$ cat config.mk
export PLATFORM = sky130hd
export DESIGN_NAME = sn_stream_decoder_flat
export DESIGN_NICKNAME = d
export VERILOG_FILES = /design/src/rtl/sn_pkg.sv /design/src/rtl/sn_stream_decoder_if.sv /design/src/rtl/sn_window_counter.sv /design/src/rtl/sn_stream_decoder.sv /design/src/flat_wrapper.sv
export SDC_FILE = /design/constraint.sdc
export NUM_CORES = 1
export LEC_CHECK = 0
export BUFFER_PORTS_ARGS = -buffer_cell sky130_fd_sc_hd__buf_2
export CAP_MARGIN = 15
export CORE_ASPECT_RATIO = 1.25
export CORE_MARGIN = 8
export CORE_UTILIZATION = 45
export DETAILED_ROUTE_END_ITERATION = 10
export PLACE_DENSITY = 0.81
export SETUP_SLACK_MARGIN = 0.5
export SYNTH_ARGS = -nofsm -noshare
export SYNTH_HDL_FRONTEND = slang
export SYNTH_SLANG_ARGS = --single-unit
$ cat constraint.sdc
create_clock -name clk -period 1.4 [get_ports clk]
set_input_delay 0.07 -clock clk [delete_from_list [all_inputs] [get_ports clk]]
set_output_delay 0.07 -clock clk [all_outputs]
set_load 0.02 [all_outputs]
$ cat src/rtl/sn_pkg.sv
// Shared stochastic-number types and helpers: decoder state, default window size, bipolar mapping.
package sn_pkg;

    typedef enum logic {
        IDLE  = 1'b0,
        ACCUM = 1'b1
    } state_t;

    localparam int WIN_LOG2_DEF = 4;

    // Unipolar ones-count to bipolar value: 2*ones - 2^win_log2.
    function automatic int to_bipolar(input int ones, input int win_log2);
        return (ones << 1) - (1 << win_log2);
    endfunction

endpackage

$ cat src/rtl/sn_stream_decoder_if.sv
// Bitstream input, control strobes and result handshake of the stochastic decoder.
interface sn_stream_decoder_if #(
    parameter int WIN_LOG2 = 4
);
    logic                       start;
    logic                       stop;
    logic                       cont;
    logic                       sn_bit;
    logic                       sn_valid;
    logic                       result_ready;
    logic                       clear_ovr;
    logic                       result_valid;
    logic [WIN_LOG2:0]          result_ones;
    logic signed [WIN_LOG2+1:0] result_bip;
    logic                       busy;
    logic                       overrun;

    modport master (
        output start, stop, cont, sn_bit, sn_valid, result_ready, clear_ovr,
        input  result_valid, result_ones, result_bip, busy, overrun
    );

    modport slave (
        input  start, stop, cont, sn_bit, sn_valid, result_ready, clear_ovr,
        output result_valid, result_ones, result_bip, busy, overrun
    );
endinterface

$ cat src/rtl/sn_window_counter.sv
// Counts valid bits and ones over a 2^WIN_LOG2 window; last flags the closing bit.
// Latency: final_cnt is combinational on the closing bit. No backpressure; en gates counting.
module sn_window_counter #(
    parameter int WIN_LOG2 = 4
) (
    input  logic              clk,
    input  logic              rst_n,
    input  logic              clr,
    input  logic              en,
    input  logic              sn_bit,
    output logic              last,
    output logic [WIN_LOG2:0] final_cnt
);
    logic [WIN_LOG2-1:0] samp_cnt;
    logic [WIN_LOG2:0]   ones_acc;

    assign last      = en && (samp_cnt == {WIN_LOG2{1'b1}});
    // One bit wider than the window index so an all-ones window reads N, not 0.
    assign final_cnt = ones_acc + {{WIN_LOG2{1'b0}}, sn_bit};

    always_ff @(posedge clk or posedge rst_n) begin
        if (rst_n) begin
            samp_cnt <= '0;
            ones_acc <= '0;
        end else if (clr || last) begin
            samp_cnt <= '0;
            ones_acc <= '0;
        end else if (en) begin
            samp_cnt <= samp_cnt + WIN_LOG2'(1);
            ones_acc <= final_cnt;
        end
    end
endmodule

$ cat src/rtl/sn_stream_decoder.sv
// Stochastic bitstream to binary: ones-count and bipolar value per 2^WIN_LOG2 valid bits.
// Latency: result registered one edge after the closing bit; cont mode runs windows back to back.
// Backpressure: result held until result_ready; a window finishing on a held result is dropped and flags overrun.
module sn_stream_decoder
    import sn_pkg::*;
#(
    parameter int WIN_LOG2 = WIN_LOG2_DEF
) (
    input  logic               clk,
    input  logic               rst_n,
    sn_stream_decoder_if.slave bus
);
    state_t                     state_q, state_d;
    logic                       cnt_clr, cnt_en, cnt_last;
    logic                       win_done, load;
    logic [WIN_LOG2:0]          final_cnt;
    logic signed [WIN_LOG2+1:0] bip_d;
    logic                       result_valid_q, overrun_q;
    logic [WIN_LOG2:0]          result_ones_q;
    logic signed [WIN_LOG2+1:0] result_bip_q;

    sn_window_counter #(.WIN_LOG2(WIN_LOG2)) u_win_cnt (
        .clk       (clk),
        .rst_n     (rst_n),
        .clr       (cnt_clr),
        .en        (cnt_en),
        .sn_bit    (bus.sn_bit),
        .last      (cnt_last),
        .final_cnt (final_cnt)
    );

    always_ff @(posedge clk or posedge rst_n) begin
        if (rst_n) state_q <= IDLE;
        else       state_q <= state_d;
    end

    always_comb begin
        state_d = state_q;
        case (state_q)
            IDLE:    if (bus.start && !bus.stop) state_d = ACCUM;
            ACCUM:   if (bus.stop || (cnt_last && !bus.cont)) state_d = IDLE;
            default: state_d = IDLE;
        endcase
    end

    always_comb begin
        cnt_en  = 1'b0;
        cnt_clr = 1'b1;
        if (state_q == ACCUM) begin
            cnt_en  = bus.sn_valid;
            cnt_clr = bus.stop;
        end
    end

    // A stop on the closing bit discards that window entirely.
    assign win_done = cnt_last && !bus.stop;
    assign load     = win_done && (!result_valid_q || bus.result_ready);
    assign bip_d    = $signed((WIN_LOG2+2)'(to_bipolar(int'(final_cnt), WIN_LOG2)));

    always_ff @(posedge clk or posedge rst_n) begin
        if (rst_n) begin
            result_valid_q <= 1'b0;
            result_ones_q  <= '0;
            result_bip_q   <= '0;
            overrun_q      <= 1'b0;
        end else begin
            if (load) begin
                result_valid_q <= 1'b1;
                result_ones_q  <= final_cnt;
                result_bip_q   <= bip_d;
            end else if (result_valid_q && bus.result_ready) begin
                result_valid_q <= 1'b0;
            end
            if (win_done && !load)  overrun_q <= 1'b1;
            else if (bus.clear_ovr) overrun_q <= 1'b0;
        end
    end

    assign bus.busy         = (state_q == ACCUM);
    assign bus.result_valid = result_valid_q;
    assign bus.result_ones  = result_ones_q;
    assign bus.result_bip   = result_bip_q;
    assign bus.overrun      = overrun_q;
endmodule

$ cat src/flat_wrapper.sv
// flat-port wrapper written by rule: the top's interface ports become plain ports
module sn_stream_decoder_flat import sn_pkg::*;
#(
    parameter int WIN_LOG2 = WIN_LOG2_DEF
)
  (clk, rst_n, bus_start, bus_stop, bus_cont, bus_sn_bit, bus_sn_valid, bus_result_ready, bus_clear_ovr, bus_result_valid, bus_result_ones, bus_result_bip, bus_busy, bus_overrun);
  sn_stream_decoder_if #(.WIN_LOG2(WIN_LOG2)) bus_i ();
  input  logic clk;
  input  logic rst_n;
  input wire logic [$bits(bus_i.start)-1:0] bus_start;
  input wire logic [$bits(bus_i.stop)-1:0] bus_stop;
  input wire logic [$bits(bus_i.cont)-1:0] bus_cont;
  input wire logic [$bits(bus_i.sn_bit)-1:0] bus_sn_bit;
  input wire logic [$bits(bus_i.sn_valid)-1:0] bus_sn_valid;
  input wire logic [$bits(bus_i.result_ready)-1:0] bus_result_ready;
  input wire logic [$bits(bus_i.clear_ovr)-1:0] bus_clear_ovr;
  output wire logic [$bits(bus_i.result_valid)-1:0] bus_result_valid;
  output wire logic [$bits(bus_i.result_ones)-1:0] bus_result_ones;
  output wire logic [$bits(bus_i.result_bip)-1:0] bus_result_bip;
  output wire logic [$bits(bus_i.busy)-1:0] bus_busy;
  output wire logic [$bits(bus_i.overrun)-1:0] bus_overrun;
  assign bus_i.start = bus_start;
  assign bus_i.stop = bus_stop;
  assign bus_i.cont = bus_cont;
  assign bus_i.sn_bit = bus_sn_bit;
  assign bus_i.sn_valid = bus_sn_valid;
  assign bus_i.result_ready = bus_result_ready;
  assign bus_i.clear_ovr = bus_clear_ovr;
  assign bus_result_valid = bus_i.result_valid;
  assign bus_result_ones = bus_i.result_ones;
  assign bus_result_bip = bus_i.result_bip;
  assign bus_busy = bus_i.busy;
  assign bus_overrun = bus_i.overrun;
  sn_stream_decoder #(.WIN_LOG2(WIN_LOG2)) u_core (.clk(clk), .rst_n(rst_n), .bus(bus_i));
endmodule
* Yosys cells after proc, flatten, opt, wreduce, memory -nomap -nowiden *
Cells that the tools add are included.

storage, ports and cells
  register bits = 23
  output and inout bits = 14
  word-level logic and storage cells = 42

operators by class
  $add $sub $neg = 3
  eq/ne operators = 1
  mux-type cells = 13
  bitwise operators = 1
  reduce and logical (&&, ||, !) cells = 17

operators with widths
  cell                                              count
  2-to-1 mux 5 bit                                  2
  2-to-1 mux 1 bit                                  8
  2-to-1 mux 4 bit                                  2
  logical AND 1 bit                                 7
  nonzero test 2 bit                                3
  subtractor 6 x 5 -> 6 bit, second input constant  1
  adder 5 x 1 -> 5 bit                              1
  adder 4 x 1 -> 4 bit, second input constant       1
  equality test 4 bit, second input constant        1
  zero test 1 bit                                   4
  logical OR 1 bit                                  3
  one-hot mux 1 bit (2 select lines)                1
  NOT 1 bit                                         1

* Logic depth before layout (Yosys ltp) *
Gate-level depths: netlist of run 1.

  depth in word-level cells = 7
  gate-level depth with buffers = 6
  gate-level depth less buffers = 6

* Modules after synthesis *
Synthesis of run 1 repeated with hierarchy kept, for this count alone.

unflattened totals
  cell total of the unflattened synthesis = 78
  area total of the unflattened synthesis = 957.2 um^2

modules (own cells, without submodules)
  module             times used  cells each  area an instance (um^2)
  sn_stream_decoder  1           37          495.5
  sn_window_counter  1           41          461.7

* Least setup slack after synthesis of run 1 *
No wires, ideal clock.

  path type = flip-flop to flip-flop
  start = reg u_core.u_win_cnt.ones_acc[0]
  end = reg u_core.result_bip_q[5] (netlist: u_core.bus.result_bip[5])
  arrival time = 1.429 ns
  data required time = 1.275 ns
  path slack = -0.155 ns
  cell stages (with the launch flop) = 7
  path buffers = 0
  clock period less this slack = 1.555 ns
  path through = dfrtp_1 -> ha_1 -> ha_1 -> nand3_1 -> xor2_1 -> xnor2_1 -> mux2_4

on the way
  word-level cells in the longest chain between the ends = 2

ends and longest elaborated chain
  item                       line                     RTL
  start, declared            sn_window_counter.sv:15  logic [WIN_LOG2:0] ones_acc;
  start signal, assigned     sn_window_counter.sv:30  ones_acc <= final_cnt;
  adder 5 x 1 -> 5 bit       sn_window_counter.sv:19  assign final_cnt = ones_acc + {{WIN_LOG2{1'b0}}, sn_bit};
  subtractor 6 x 5 -> 6 bit  sn_pkg.sv:13             return (ones << 1) - (1 << win_log2);
  end signal, assigned       sn_stream_decoder.sv:70  result_bip_q <= bip_d;
  end, declared              sn_stream_decoder.sv:20  logic signed [WIN_LOG2+1:0] result_bip_q;

No other way between the ends.
A chain may end at the register's enable or synchronous reset.

* Worst setup path in the final report of run 1 *
Same ends and word-level chain as after synthesis.

==> results of run 1 <==
-- metal layers --
layer  vias up  global-route usage
met5         -                   0
met4         0             0.09036
met3         9             0.03077
met2        19              0.1917
met1       384              0.1314
li1        361                   -
-- final timing paths --
| kind | from | to |
|---|---|---|
| max in group asynchronous | rst_n | u_core.bus.result_bip[4] |
| max | u_core.u_win_cnt.ones_acc[0] | u_core.bus.result_bip[5] |
| min in group asynchronous | rst_n | u_core.u_win_cnt.samp_cnt[0] |
| min reg2reg | u_core.bus.result_valid | u_core.bus.result_valid |
| min | bus_result_ready | u_core.bus.result_valid |
| max reg2reg | u_core.u_win_cnt.ones_acc[0] | u_core.bus.result_bip[5] |
-- stage by stage --
stage	TNS (ns)	instances	util	power [uW]	cell area [um^2]
4_1_cts	-0.1599	139	0.7203	925.9	1395
6_report	-0.5601	146	0.7784	944.7	1508
5_1_grt	-0.9724	146	0.7784	976.9	1508
3_3_place_gp	-0.01453	125	0.5801	627.2	1124
3_5_place_dp	-0.07280	125	0.5801	629.9	1124
2_1_floorplan	-0.2237	80	-	602.7	975.9
-- power by group through the flow --
| stage | Combinational [uW] | Sequential [uW] | Clock, uW |
|---|---|---|---|
| finish | 89.9 | 557 | 298 |
| global route | 97.8 | 557 | 322 |
| CTS | 78.5 | 558 | 290 |
| detailed placement | 62.1 | 568 | 0 |
| global placement | 60.0 | 567 | 0 |
| floorplan | 32.7 | 570 | 0 |
-- sequential cells by signal, summed over array words and instances, names as in the netlist --
| name | flops |
|---|---|
| u_core.bus.result_valid | 1 |
| u_core.u_win_cnt.samp_cnt | 4 |
| u_core.bus.result_bip | 2 |
| u_core.bus.overrun | 1 |
| u_core.u_win_cnt.ones_acc | 5 |
| u_core.bus.result_ones | 5 |
| u_core.bus.busy | 1 |
-- placed cells by master (no fill, tap or decap), types with 2 or more instances in the layout --
cell	count
buf_6	22
dfrtp_1	17
buf_4	14
buf_2	8
nand2_1	5
inv_1	4
nand3_4	3
a22o_1	3
mux2_4	3
clkbuf_4	3
dlygate4sd3_1	3
nor2_4	2
and3_4	2
a21oi_2	2
xor2_2	2
o21ai_1	2
o21ai_2	2
nor2_1	2
xnor2_1	2
ha_4	2
dfrtp_2	2
-- logic make-up (layout without fill, tap and decap cells) --
family	Yosys count	after routing
other cells	1	1
buf+inv	9	55
flops	19	19
simple gates	25	25
xor+xnor	6	6
compound gates	14	14
fa+ha+maj	3	3
mux	3	3
-- layout make-up --
type	instances	area share
clock buffers	4	0.01743
inverters	4	0.009958
multi-input cells	52	0.3585
flip-flops and latches	19	0.3170
well taps	20	0.01660
repair buffers	47	0.2805
-- repair_timing --
| action | 4_1_cts | 5_1_grt |
|---|---|---|
| pin swaps | 12 | 5 |
| endpoints found under the setup margin | 32 | 32 |
| hold buffers | 3 | 0 |
| buffers inserted | 7 | 7 |
| endpoints found under the hold margin | 9 | 0 |
| resized for setup | 47 | 12 |
-- critical path, delay by kind of cell, from the launching register on --
family        cells  cell delay, ns
mux               1            0.26
fa+ha+maj         1            0.18
xor+xnor          2            0.34
flops             1            0.43
buf+inv           1            0.13
simple gates      1            0.08
==> results by group, run 1 <==
Placed design
  • Port bufs: 21
  • GPL Wtd Cong: ~0.8
  • Dpl hpwl: 1432 um
  • Pre-CTS setup slack: -0.04652 ns

Critical path
  • Element type at the critical path start: flop
  • CP endpoint kind: flop
  • R2R Setup Slk: -0.13 ns
  • Worst-path fanout max: 3
  • CP Class: reg -> reg
  • Crit path DAT: between 1.5 and 2 ns
  • Critical Path, Cell by Cell: ha_4 -> buf_4 -> nand3_2 -> xor2_2 -> xnor2_1 -> mux2_4
  • Worst r2r path cells: 6
  • Highest-delay cell along the critical path: dfrtp_1
  • Worst Path Required: 1.62 ns
  • CP peak stage delay: around 0.43 ns

Logic synthesis
  • Syn_nets: 92
  • Post-synthesis mux area share: 0.04959
  • Most common cell in the netlist: dfrtp_1
  • Largest family of logic cells by synthesized area: simple AND/OR/NAND/NOR gates
  • Synth Area in XOR/XNOR: 0.05785
  • Synth cell types: 28
  • #FFs+latches synth: 19
  • Cells after Synth: 80
  • Main flop type after synthesis: dfrtp_1
  • Synth async-reset ratio: 1.000
  • Commonest cells post-synth: 19 x dfrtp_1, 7 x nand2_1, 5 x nor2_1
  • Ranking of synthesized cells by area: dfrtp_1 52%, mux2_4 5.0%, ha_1 4.1%, xor2_1 3.9%, buf_4 3.3%
  • Post-Synthesis Cell Area: just over 900 um^2
  • Simple-gate portion of the synthesized area: 0.1501
  • Post-Synth Adder-Cell Area: 0.04132
  • Post-synth EDFFs: 0
  • Synth warn: 0
  • Post-synthesis average cell area: roughly 11 um^2
  • Complex-gate fraction of the synthesized area: 0.1019
  • Yosys top cell area share: 0.5234
  • Sequential fraction of the synthesis area: 0.5234
  • Yosys top cell by area: dfrtp_1

Layout
  • FILL cells: 113
  • Fin nets: roughly 140
  • Share of layout cells above drive strength 1: 0.6270
  • Multi-input gate area: approximately 540 um^2
  • N_diodes: 0
  • Synthesis-to-layout area growth: 65.98%
  • Register area: about 480 um^2

Routing
  • WL final: 2673 um
  • ANT nets after route: 0
  • DRT iter0 DRCs: 17
  • DR WL/cell: between 15 and 20 um
  • DR pass1 iterations: 4
  • Met3 wire len: about 120 um
  • Via count: ~770
  • Max Used Layer: met4
  • Vias/cell: between 5 and 6
  • Met2 WL: 1372 um
  • Wl on met1: 1083 um
  • Remaining DRCs: 0

Clocking
  • TritonCTS Buffers: 3
  • Clock transition at path regs: approximately 0.13 ns
  • Root Driver: clkbuf_4
  • Clk Latency, worst-skew pair: 0.32 ns
  • CTS Buffer Depth: 2
  • CTS tree: built
  • Number of H-tree levels: 1
  • Clock Sink Count: 19

Timing
  • Part of the cycle the worst path needs: 1.093
  • Final Setup Violations: 9
  • RSZ-0062 raised after global routing: yes
  • Fmax: 653.7 MHz
  • Hold Fails Final Rpt: 0
  • Setup Skew: between 0.015 and 0.02 ns
  • Slew Limit Fails: 0
  • Slack of the critical path: -0.1298 ns
  • Worst hold slack: between 0.03 and 0.04 ns
  • Clock period minus worst slack: around 1.5 ns

Global routing
  • Number of global-route vias before repair: between 700 and 800
  • Global-route wire length before repair: around 3500 um
  • All-Layer GR Usage: 0.1188
  • GRT overflow: 0
  • Largest net degree at the start of global routing: 13
  • Initial antenna violation count: 0

Power and ir drop
  • Pleak: 0.0007124 uW
  • Reg power frac: 0.589
  • NetSw: roughly 240 uW
  • Logic pwr share: 0.095
  • Cell Int Power: 704.3 uW
  • PwrDens: between 600 and 700 nW/um^2
  • Switching share of total power: 0.2544
  • Worst VDD drop: 533.6 uV
  • Clock network power share: 0.315

Die
  • Core area: a little under 2000 um^2
  • I/O pin cnt: 23
  • Die area: 3721 um^2
  • Die Wd: 56.19 um
  • Die Span Y: ~66 um
  • Starting Density: 0.4690
  • Num rows: 18

Worst hold path
  • Hold Path Stages: 3
  • Worst Hold Class: in -> reg

Job
  • Number of max-cap violations: 0

Outcome
  • Status: complete, but fails checks
  • Failing checks: setup timing
Power figures use the tool's default switching activity.
==> run 2: changes to the inputs <==
--- a/config.mk
+++ b/config.mk
@@ -13,3 +13,3 @@
 export DETAILED_ROUTE_END_ITERATION = 10
-export PLACE_DENSITY = 0.81
+export PLACE_DENSITY = 0.75
 export SETUP_SLACK_MARGIN = 0.5
--- a/constraint.sdc
+++ b/constraint.sdc
@@ -3,2 +3,2 @@
 set_output_delay 0.07 -clock clk [all_outputs]
-set_load 0.02 [all_outputs]
+set_load 0.01 [all_outputs]
==> run 2 against run 1 <==
The run still ends with setup timing left; die area unchanged; largest power group unchanged; sequential power is essentially flat; power down 3.0%; clock power is 7.4% lower.
==> results by group, run 2 (synthesized netlist as in run 1, its figures left out) <==
Outcome
  • Status: complete, but fails checks
  • Failing checks: setup timing

Critical path
  • R2R Setup Slk: -0.1 ns (+0.03 ns)
  • CP Class: reg -> reg
  • CP peak stage delay: 0.38 ns (-0.05 ns)
  • Worst r2r path cells: 4 (-2)
  • Worst R2R Start: u_core.u_win_cnt.samp_cnt[1]
  • Family with the most delay on the worst path: simple AND/OR/NAND/NOR gates
  • Critical path endpoint: u_core.bus.result_ones[1]
  • Worst-path fanout max: 7 (+4)
  • Element type at the critical path start: flop
  • Crit path DAT: 1.69 ns (-0.06 ns)
  • CP endpoint kind: flop
  • Worst Path Required: 1.59 ns (-0.03 ns)
  • Highest-delay cell along the critical path: dfrtp_1
  • Crit path depth: 4 (-2)
  • RR Endpoint: u_core.bus.result_ones[1]
  • Critical Path Source: u_core.u_win_cnt.samp_cnt[1]
  • Critical Path, Cell by Cell: ha_2 -> and4_4 -> and3_4 -> mux2_4
  • Buffers & Inverters on Critical Path: 0 (-1)

Global routing
  • Largest net degree at the start of global routing: 20 (+7)
  • Number of global-route vias before repair: 784 (-1.8%)
  • Global-route wire length before repair: 3512 um (-0.96%)
  • Initial antenna violation count: 0 (unchanged)
  • GRT overflow: 0 (unchanged)
  • All-Layer GR Usage: 0.1144 (-0.004416)

Routing
  • Via count: 748 (-3.2%)
  • DR WL/cell: 15.65 um (-15%)
  • DR pass1 iterations: 4 (unchanged)
  • DRT iter0 DRCs: 10 (-7)
  • WL final: 2301 um (-14%)
  • Remaining DRCs: 0 (unchanged)
  • Vias/cell: 5.088 (-3.9%)
  • ANT nets after route: 0 (unchanged)

Power and ir drop
  • Switching share of total power: 0.2329 (-0.02151)
  • Logic pwr share: 0.092 (-0.003)
  • Design Power: 916.0 uW (-3.0%)
  • Cell Int Power: 702.7 uW (-0.24%)
  • PwrDens: 635.0 nW/um^2 (+1.3%)
  • Clock network power share: 0.301 (-0.014)
  • Worst VDD drop: 440.8 uV (-17%)
  • Reg power frac: 0.607 (+0.018)
  • Pleak: 0.0007083 uW (-0.56%)
  • NetSw: 213.4 uW (-11%)

Timing
  • RSZ-0062 raised after global routing: yes
  • Slew Limit Fails: 0 (unchanged)
  • Part of the cycle the worst path needs: 1.070 (-0.02292)
  • Hold Fails Final Rpt: 0 (unchanged)
  • Setup Skew: 0.005674 ns (-0.01416 ns)
  • Fmax: 667.7 MHz (+2.1%)
  • Sum of negative setup slack: -0.3057 ns (+0.2544 ns)
  • Slack of the critical path: -0.09768 ns (+0.03208 ns)
  • Final Setup Violations: 5 (-4)
  • Clock period minus worst slack: 1.498 ns (-0.03208 ns)

Layout
  • Synthesis-to-layout area growth: 58.82%
  • Cell Count, Final, Fillers Out: 147 (+0.68%)
  • Final instance area: 1443 um^2 (-4.3%)
  • N_diodes: 0 (unchanged)
  • Fin nets: 140 (+0.72%)
  • Most frequent cells in the layout: 20 x buf_2, 19 x dfrtp_1, 16 x buf_4, 9 x buf_6, 5 x nand2_1
  • Share of layout cells above drive strength 1: 0.6142 (-0.01281)
  • Most common cell after layout, fill and taps aside: buf_2

Placed design
  • Port bufs: 21 (unchanged)
  • Placed insts: 125 (unchanged)
  • Dpl hpwl: 1375 um (-4.0%)
  • Pre-CTS setup slack: -0.06808 ns (-0.02156 ns)
  • GPL Wtd Cong: 0.7648 (-7.1%)
  • Placed Area: 1122 um^2 (-0.11%)

Die
  • Starting Density: 0.4690 (unchanged)
  • Core area: 1937 um^2 (unchanged)
  • Die Span Y: 66.23 um (unchanged)
  • Num rows: 18 (unchanged)
  • Die area: 3721 um^2 (unchanged)
  • I/O pin cnt: 23 (unchanged)
  • Die Wd: 56.19 um (unchanged)

Clocking
  • Clock Sink Count: 19 (unchanged)
  • Root Driver: clkbuf_4
  • Clk Latency, worst-skew pair: 0.29 ns (-0.03 ns)
  • Clock transition at path regs: 0.11 ns (-0.02 ns)
  • TritonCTS Buffers: 3 (unchanged)
  • CTS Buffer Depth: 2 (unchanged)
  • Number of H-tree levels: 1 (unchanged)
  • CTS tree: built

Job
  • Number of max-cap violations: 0 (unchanged)

Worst hold path
  • Worst Hold Class: in -> reg
[run 2: worst min path at each step]
stage | to | startpoint | cells after the start
2_1_floorplan | u_core.bus.busy | rst_n | 1
3_3_place_gp | u_core.bus.overrun | rst_n | 3
3_5_place_dp | u_core.bus.overrun | rst_n | 3
4_1_cts | u_core.bus.result_valid | bus_result_ready | 3
5_1_grt | u_core.bus.busy | bus_cont | 3
6_report | u_core.bus.busy | bus_cont | 3
[run 2: per-layer routing]
| layer | part of all wire | global-route usage |
|---|---|---|
| met1 | 0.41 | 0.1210 |
| met2 | 0.56 | 0.2097 |
| met3 | 0.026 | 0.03077 |
| met4 | 0.0052 | 0.04518 |
| met5 | 0 | 0 |
[run 2: layout make-up]
class | instances | area [um^2]
clock buffers | 4 | 26.28
repair buffers | 48 | 351.6
multi-input cells | 52 | 549.3
fillers | 131 | 494.2
flip-flops and latches | 19 | 475.5
well taps | 20 | 25.02
inverters | 4 | 15.01
[run 2: repair_timing]
item,CTS,global route
resized for setup,19,14
hold buffers,3,0
pin swaps,17,9
setup buffers,7,8
setup endpoints to repair,27,32
endpoints found under the hold margin,21,0
[run 2: power groups by stage]
stage	logic, uW	clock network, uW	registers (uW)
floorplan	31.6	0	568
global placement	60.0	0	567
detailed placement	61.6	0	567
CTS	78.4	275	556
global route	91.2	303	557
finish	83.9	276	556
[run 2: metrics by stage]
step / hold WS, ns / utilization
2_1_floorplan: 0.02113 / -
3_3_place_gp: 0.09938 / 0.5795
3_5_place_dp: 0.1028 / 0.5795
4_1_cts: 0.05801 / 0.6725
5_1_grt: 0.04834 / 0.7448
6_report: 0.05834 / 0.7448
[run 2: worst min-delay path, stage by stage]
cell and delay [ns]:
buf_2 0.10, inv_1 0.05, a311oi_2 0.09
